### config.mk
export PLATFORM = sky130hd
export DESIGN_NAME = instruction_fetch
export DESIGN_NICKNAME = d
export VERILOG_FILES = /design/src/rtl/instruction_fetch.sv
export SDC_FILE = /design/constraint.sdc
export NUM_CORES = 1
export LEC_CHECK = 0
export ABC_AREA = 1
export ABC_CLOCK_PERIOD_IN_PS = 1600
export CAP_MARGIN = 0
export CORE_UTILIZATION = 42
export DETAILED_ROUTE_END_ITERATION = 12
export PLACE_DENSITY = 0.8
export SKIP_CTS_REPAIR_TIMING = 1
export SLEW_MARGIN = 20
export SYNTH_ARGS = -nofsm -noshare
export SYNTH_HDL_FRONTEND = slang
export SYNTH_SLANG_ARGS = --single-unit
### constraint.sdc
create_clock -name clk -period 1.6 [get_ports clk]
set_input_delay 0.32 -clock clk [delete_from_list [all_inputs] [get_ports clk]]
set_output_delay 0.32 -clock clk [all_outputs]
set_load 0.1 [all_outputs]
### src/rtl/instruction_fetch.sv
// ----------------------------------------------------------------------------
// instruction_fetch
//   Fetch stage between the program counter and the instruction ROM. It drives
//   the ROM address and chip select, captures the returned word into the
//   instruction register, and hands that word to decode over a valid/ready
//   handshake. It also handles jumps (PC load with flush), run/stop control and
//   sticky detection of the PC wrapping from the top address back to 0.
//
// Ports
//   clk          in   system clock, all state updates on the rising edge
//   reset        in   asynchronous, active-high reset
//   run          in   1 = fetch continuously, 0 = park after the current fetch
//   rom_address  out  ROM word address (always equal to pc)
//   rom_cs       out  ROM chip select, high only in REQ and CAPTURE
//   rom_data     in   ROM read data (high-Z while rom_cs is low)
//   ir           out  instruction register
//   ir_pc        out  address the ir word was fetched from
//   ir_valid     out  ir holds an instruction decode has not yet taken
//   ir_ready     in   decode accepts ir this cycle
//   jump         in   load pc from jump_target this cycle
//   jump_target  in   jump destination
//   pc           out  next address to fetch
//   wrapped      out  sticky flag: pc incremented from the top address to 0
// ----------------------------------------------------------------------------
module instruction_fetch #(
   parameter int                    ADDR_WIDTH = 5,
   parameter int                    DATA_WIDTH = 32,
   parameter logic [ADDR_WIDTH-1:0] RESET_PC   = '0
) (
   input  logic                  clk,
   input  logic                  reset,
   input  logic                  run,
   output logic [ADDR_WIDTH-1:0] rom_address,
   output logic                  rom_cs,
   input  logic [DATA_WIDTH-1:0] rom_data,
   output logic [DATA_WIDTH-1:0] ir,
   output logic [ADDR_WIDTH-1:0] ir_pc,
   output logic                  ir_valid,
   input  logic                  ir_ready,
   input  logic                  jump,
   input  logic [ADDR_WIDTH-1:0] jump_target,
   output logic [ADDR_WIDTH-1:0] pc,
   output logic                  wrapped
);

   typedef enum logic [1:0] {
      IDLE    = 2'd0,
      REQ     = 2'd1,
      CAPTURE = 2'd2,
      HOLD    = 2'd3
   } state_t;

   state_t state, state_next;

   // A jump during CAPTURE aborts the fetch, so the word is only taken when
   // no jump arrives on the same edge.
   logic capture;
   // Held word leaves the register either by handshake or by a jump flush.
   logic release_ir;

   assign capture     = (state == CAPTURE) && !jump;
   assign release_ir  = (state == HOLD) && (jump || ir_ready);
   assign rom_address = pc;
   // Decoded from registered state only, so an async reset drops it at once.
   assign rom_cs      = (state == REQ) || (state == CAPTURE);

   always_ff @(posedge clk or posedge reset) begin
      if (reset) state <= IDLE;
      else       state <= state_next;
   end

   always_comb begin
      state_next = state;
      case (state)
         IDLE:    if (run) state_next = REQ;
         REQ:     state_next = jump ? REQ : CAPTURE;
         CAPTURE: state_next = jump ? REQ : HOLD;
         HOLD: begin
            if (jump)          state_next = REQ;
            else if (ir_ready) state_next = run ? REQ : IDLE;
         end
         default: state_next = IDLE;
      endcase
   end

   always_ff @(posedge clk or posedge reset) begin
      if (reset) begin
         pc       <= RESET_PC;
         ir       <= '0;
         ir_pc    <= '0;
         ir_valid <= 1'b0;
         wrapped  <= 1'b0;
      end else begin
         // Jump wins over the post-capture increment; jumping to 0 is not a wrap.
         if (jump) begin
            pc <= jump_target;
         end else if (capture) begin
            pc <= pc + ADDR_WIDTH'(1);
            if (pc == '1) wrapped <= 1'b1;
         end

         if (capture) begin
            ir       <= rom_data;
            ir_pc    <= pc;
            ir_valid <= 1'b1;
         end else if (release_ir) begin
            ir_valid <= 1'b0;
         end
      end
   end

endmodule

-- Yosys cells after proc, flatten, opt, wreduce, memory -nomap -nowiden
Index checks and enable logic that the tools add are counted.
- $add $sub $neg: 1
- multiply operators: 0
- div/mod/pow operators: 0
- order comparisons: 0
- equal/unequal tests: 6
- shift-type cells: 0
- mux-type cells: 11
- bitwise operators: 1
- reductions and logical operators: 10
- operators with widths (cell ; number):
    2-bit 2-to-1 mux ; 5
    5-bit 2-to-1 mux ; 2
    2-bit case mux with 4 select lines ; 1
    5-bit by 1-bit adder with 5-bit output (second input constant) ; 1
    5-bit equality test (second input constant) ; 1
    2-bit equality test (second input constant) ; 2
    2-bit nonzero test ; 2
    1-bit 2-to-1 mux ; 3
    3-bit != test (second input constant) ; 1
    3-bit AND reduction ; 1
    2-bit by 1-bit equality test with 1-bit output (second input constant) ; 1
    1-bit logical AND ; 2
    2-bit logical NOT ; 1
    1-bit logical OR ; 2
    2-bit != test (second input constant) ; 1
    2-bit AND reduction ; 1
    1-bit logical NOT ; 1
    1-bit inverter ; 1
- register bits after elaboration: 46
- bits in latches: 0
- bits in writable memories: 0
- ROM bits: 0
- output and inout bits: 50
- memories kept: 0

-- Longest topological paths before layout
Gate-level depths: netlist of run 1.
- word-level depth: 4
- depth in mapped cells: 8
- mapped depth without buffers: 8

-- Least setup slack after synthesis of run 1
No wires, ideal clock.
- kind: register -> register
- from: reg pc[0]
- to: reg pc[4]
- setup time: 0.127 ns
- arrival time: 1.818 ns
- required time: 1.473 ns
- setup slack: -0.345 ns
- stages on the path, launching flop included: 7
- path buffers: 0
- cells stage by stage: dfrtp_1 > ha_1 > nand2_1 > nor2_1 > ha_1 > nand2_1 > nand3_1
- word-level cells in the longest chain between the ends: 3
- RTL lines (element ; line ; text):
    from (decl) ; 42 ; output logic [ADDR_WIDTH-1:0] pc,
    from (signal assigned) ; 96 ; pc <= jump_target;
    from (signal assigned) ; 98 ; pc <= pc + ADDR_WIDTH'(1);
    5-bit by 1-bit adder with 5-bit output ; 98 ;
    5-bit 2-to-1 mux ; 97 ; end else if (capture) begin
    5-bit 2-to-1 mux ; 95 ; if (jump) begin
No other way between the ends. The select of a mux whose other input is x is not followed.
A chain may end at the register's enable or synchronous reset.

-- Final worst setup path of run 1
- from: reg state[0]
- to: out rom_cs
- word-level cells in the longest chain between the ends: 2
- elaborated cells on any way between the ends: 3
- those cells by class: 2 x eq/ne; 1 x reduce/logical
- RTL lines (element ; line ; text):
    from (decl) ; 53 ; state_t state, state_next;
    from (signal assigned) ; 69 ; else state <= state_next;
    2-bit by 1-bit equality test with 1-bit output / 2-bit equality test (equally long branches) ; 65 ; assign rom_cs = (state == REQ) || (state == CAPTURE);
    1-bit logical OR * ; 65 ;
    to (decl) ; 34 ; output logic rom_cs,
Every way passes the cells marked *; elsewhere a longest branch is shown, timed or not.

==> results.yml, run 1 <==
status:
  status: "finished clean"
run:
  cap_violations: 0
synthesis:
  yosys-top-cells-area: "dfrtp_1 55%, nand2_1 17%, nand3_1 9.5%"
  synth.avg_cell_area_sq_um: 8.800
  yosysWarningCount: 0
  ys_ff_latch: 46
  syn_area_sq_um: 2112
  syn_inst: 240
  synthDominantCellAreaShare_pct: 54.50
  synth_fp_nets: 289
  synth_seq_area_share_pct: 54.50
  netlist.top_cell.by_area: "dfrtp_1"
  synth_cell_type_count: 21
critical_path:
  cp-start-kind: "flop"
  end_kind: "output pin"
  critPathMaxFanout: 3
  slowest_delay_ns: 0.39
  regToRegSetupSlack_ns: 0.19
  required_ns: 1.28
  critical_path_arrival_ns: 1.22
  path_cells: "inv_1, ha_4, buf_12"
  crit_slowest_cell: "dfrtp_1"
  path_class: "flop to output pin"
route:
  vias: 1945
  viasPerCell: 4.875
  wirelength_um: 5458
  route.detailed.drc: 0
  wl_met3_um: 432
  ant_nets: 0
  drt_iter0_drc: 102
  drt_pass1_iterations: 4
  drt-met1-wl_um: 2188
  routed.top_layer: "met4"
  wl_per_cell_um: 13.68
  wl_met2_um: 2751
die:
  die_area_sq_um: 5316
  io_pins: 92
  die_w_um: 72.91
  dieHeight_um: 72.91
  initial_core_util_pct: 44.13
  core_sq_um: 4786
  rows: 25
timing:
  skew_ns: 0.002594
  setup_viol: 0
  post-route-min-period_ns: 1.540
  drv_slew: 0
  hold_viol_final: 0
  rsz0062_at_grt: "false"
  tightest_slew_ns: 0.2828
  finalCritPeriodShare_pct: 96.26
  fmax_ghz: 0.6493
  worst_slack_ns: 0.05983
  max-slew-margin-rel_pct: 81.14
finish:
  finalNetCount: 381
  syn2layout_area_growth_pct: 75.95
  antenna_cells: 0
  drive_gt1_share_pct: 25.00
global_routing:
  antenna_found_initial: 0
  track_usage_pct: 21.47
  grt_pass1_vias: 1800
  grt_pass1_wl_um: 8611
  grt-ovfl-total: 0
  grt_max_degree: 47
clock_network:
  cts_tree: "yes"
  clockBufferDepth: 2
  clkTransAtPathRegs_ns: 0.08
  insertion_delay_ns: 0.29
  htree_levels: 2
  cts-root-buf: "clkbuf_8"
  clkSinkCount: 46
  numCtsBuffers: 5
placed_design:
  place_ws_ns: 0.1495
  dp_hpwl_um: 4150
  io_buffers: 91
  gp_congestion: 0.8751
min_path:
  hp-class: "primary input to asynchronous set/reset pin"
==> registers in the layout, indices dropped and copies added (netlist names) <==
name,flops
wrapped,1
state,2
pc,5
ir,32
ir_valid,1
ir_pc,5
==> layout by cell type, fill, tap and decap left out, drive strengths merged, types with 2 or more instances in the layout <==
master and n:
nand3 40, ha 7, o21ai 4, buf 62, inv 11, nand2 99, clkbuf 6, nor2 8
clkdlybuf4s50 41, dfrtp 46, a21oi 2
==> Yosys cell counts <==
cell type   n
a21oi_1     1
a21oi_2     1
a22oi_1     1
a31o_2      1
buf_2       4
buf_4       7
buf_6       7
dfrtp_1    46
ha_1        7
inv_1      10
inv_2       1
nand2_1    98
nand2_2     1
nand3_1    40
nand4_1     1
nor2_1      7
nor2_4      1
nor3_1      1
o211ai_1    1
o21ai_0     2
o21ai_1     2
==> area by class of cell <==
cell class                      instances  area (sq um)
Timing Repair Buffer                  103          1539
Clock inverter                          1         30.03
Multi-Input combinational cell        165         780.7
Clock buffer                            6         82.58
Sequential cell                        46          1159
Inverter                               11         41.29
Fill cell                             300          1070
Tap cell                               67         83.83
==> logic make-up after synthesis <==
family          share of synthesized area (%)
buf+inv                                 9.123
flops                                   54.50
compound gates                          2.725
simple gates                            29.50
fa+ha+maj                               4.147
==> worst max-delay path: cells and delay by family, from the launching register on <==
family	cells	cell delay, ns
fa+ha+maj	1	0.23
buf+inv	2	0.30
flops	1	0.39
==> metrics by stage <==
stage / instance area, sq um / hold WS [ns] / setup TNS (ns) / util, % / std cells
6_report: 3716 / 0.3827 / 0 / 77.65 / 399
4_1_cts: 3690 / 0.3935 / -0.06456 / 77.10 / 397
3_3_place_gp: 3577 / 0.5160 / 0 / 74.75 / 390
2_1_floorplan: 2121 / 0.4528 / 0 / - / 240
5_1_grt: 3716 / 0.4227 / 0 / 77.65 / 399
3_5_place_dp: 3577 / 0.5215 / 0 / 74.75 / 390
==> worst paths after layout <==
| check | startpoint | end | cells after the start |
|---|---|---|---|
| max | state[0]$_DFFE_PP0P_ | rom_cs | 3 |
| min | reset | ir[20]$_DFFE_PP0P_ | 3 |
| max reg2reg | state[0]$_DFFE_PP0P_ | ir[12]$_DFFE_PP0P_ | 5 |
| min reg2reg | state[0]$_DFFE_PP0P_ | state[0]$_DFFE_PP0P_ | 2 |
| max in group asynchronous | reset | pc[2]$_DFFE_PP0P_ | 3 |
| min in group clk | state[0]$_DFFE_PP0P_ | state[0]$_DFFE_PP0P_ | 2 |
==> metal layers <==
layer  vias up  global-route usage (%)
met5         -                       0
met4         0                   6.536
met3         9                   7.182
met2        78                   35.93
met1       925                   26.33
li1        933                       -
Power of run 1 is not shown: default switching activity piles up to over one toggle a cycle in this logic, so the estimate is an artifact.
==> inputs of run 2 (changes only) <==
--- a/config.mk
+++ b/config.mk
@@ -11,6 +11,7 @@
 export CORE_UTILIZATION = 42
 export DETAILED_ROUTE_END_ITERATION = 12
 export PLACE_DENSITY = 0.8
+export REMOVE_ABC_BUFFERS = 1
 export SKIP_CTS_REPAIR_TIMING = 1
 export SLEW_MARGIN = 20
 export SYNTH_ARGS = -nofsm -noshare
==> results.yml, run 2 (synthesized netlist as in run 1, its figures left out) <==
die:
  die_area_sq_um: 5316
  initial_core_util_pct: 44.13
  io_pins: 92
  rows: 25
  die_w_um: 72.91
  core_sq_um: 4786
  dieHeight_um: 72.91
finish:
  finalNetCount: 381
  layout_common_cells: "98 x nand2_1, 52 x buf_12, 45 x dfrtp_1"
  final_common_cell: "nand2_1"
  fillers: 304
  antenna_cells: 0
  regMostFlops: "ir"
  top_regs: "ir: 32 flops, ir_pc: 5 flops, pc: 5 flops"
  drive_gt1_share_pct: 23.72
  syn2layout_area_growth_pct: 76.48
  largest_reg_flops: 32
placed_design:
  dp_hpwl_um: 4208
  place_ws_ns: 0.1376
  io_buffers: 91
  gp_congestion: 0.8215
global_routing:
  grt-ovfl-total: 0
  use_met3_pct: 4.696
  track_usage_pct: 22.75
  grt_pass1_wl_um: 9108
  antenna_found_initial: 0
  grtUsageMet1_pct: 26.69
  top_usage_layer: "met2"
  met2_usage_pct: 41.02
  grt_max_degree: 47
  grt_pass1_vias: 1912
clock_network:
  numCtsBuffers: 5
  clkTransAtPathRegs_ns: 0.09
  htree_levels: 2
  clockBufferDepth: 2
  clkSinkCount: 46
  cts_tree: "yes"
  cts-root-buf: "clkbuf_8"
  insertion_delay_ns: 0.30
timing:
  fmax_ghz: 0.6314
  max-slew-margin-rel_pct: 77.25
  skew_ns: 0.006743
  fin_tns_setup_ns: 0
  drv_slew: 0
  tightest_slew_ns: 0.3412
  worst_slack_ns: 0.01626
  hold_viol_final: 0
  finalCritPeriodShare_pct: 98.98
  post-route-min-period_ns: 1.584
  setup_viol: 0
route:
  wl_per_cell_um: 14.03
  route.detailed.drc: 0
  vias: 1951
  wirelength_um: 5611
  ant_nets: 0
  drt_pass1_iterations: 4
  viasPerCell: 4.878
  drt_iter0_drc: 136
critical_path:
  path_class: "flop to output pin"
  required_ns: 1.28
  critical_path_arrival_ns: 1.26
  reg2reg_depth: 4
  end_kind: "output pin"
  cp-start-kind: "flop"
  critPathMaxFanout: 3
min_path:
  hp-class: "primary input to asynchronous set/reset pin"
status:
  status: "finished clean"
run:
  cap_violations: 0
## run 2: critical path, cell delays in order, from the launching register on
cell	delay (ns)
dfrtp_1	0.42
inv_1	0.16
ha_4	0.23
buf_12	0.16
## run 2: area by class of cell
cell class	count	area, sq um	area share [%]
Clock inverter	2	60.06	1.611
Sequential cell	46	1152	30.92
Clock buffer	6	82.58	2.216
Timing Repair Buffer	103	1526	40.95
Inverter	11	41.29	1.108
Multi-Input combinational cell	165	780.7	20.95
Tap cell	67	83.83	2.249
## run 2: metal layers
layer / up-vias / part of all wire [%] / routed length, um
li1: 939 / - / -
met1: 925 / 38 / 2150
met2: 79 / 56 / 3117
met3: 8 / 4.6 / 260
met4: 0 / 1.5 / 82
met5: - / 0 / 0
## run 2: worst paths after layout
check | start | to | slack [ns]
worst min register to register | ir[26]$_DFFE_PP0P_ | ir[26]$_DFFE_PP0P_ | 0.54
worst max-delay path | state[0]$_DFFE_PP0P_ | rom_cs | 0.02
worst min-delay path | reset | ir[2]$_DFFE_PP0P_ | 0.38
max in group asynchronous | reset | state[1]$_DFFE_PP0P_ | 0.99
min in group clk | ir[26]$_DFFE_PP0P_ | ir[26]$_DFFE_PP0P_ | 0.54
worst max register to register | state[1]$_DFFE_PP0P_ | wrapped$_DFFE_PP0P_ | 0.23
## run 2: through the flow
step	cell area (sq um)	hold WS [ns]	util (%)	instances
after floorplan	1961	0.4466	-	222
after global placement	3556	0.5167	74.30	390
after detailed placement	3556	0.5229	74.30	390
after CTS	3699	0.3950	77.28	398
after global routing	3727	0.4073	77.88	400
final	3727	0.3844	77.88	400
Power of run 2 is left out for the same reason.
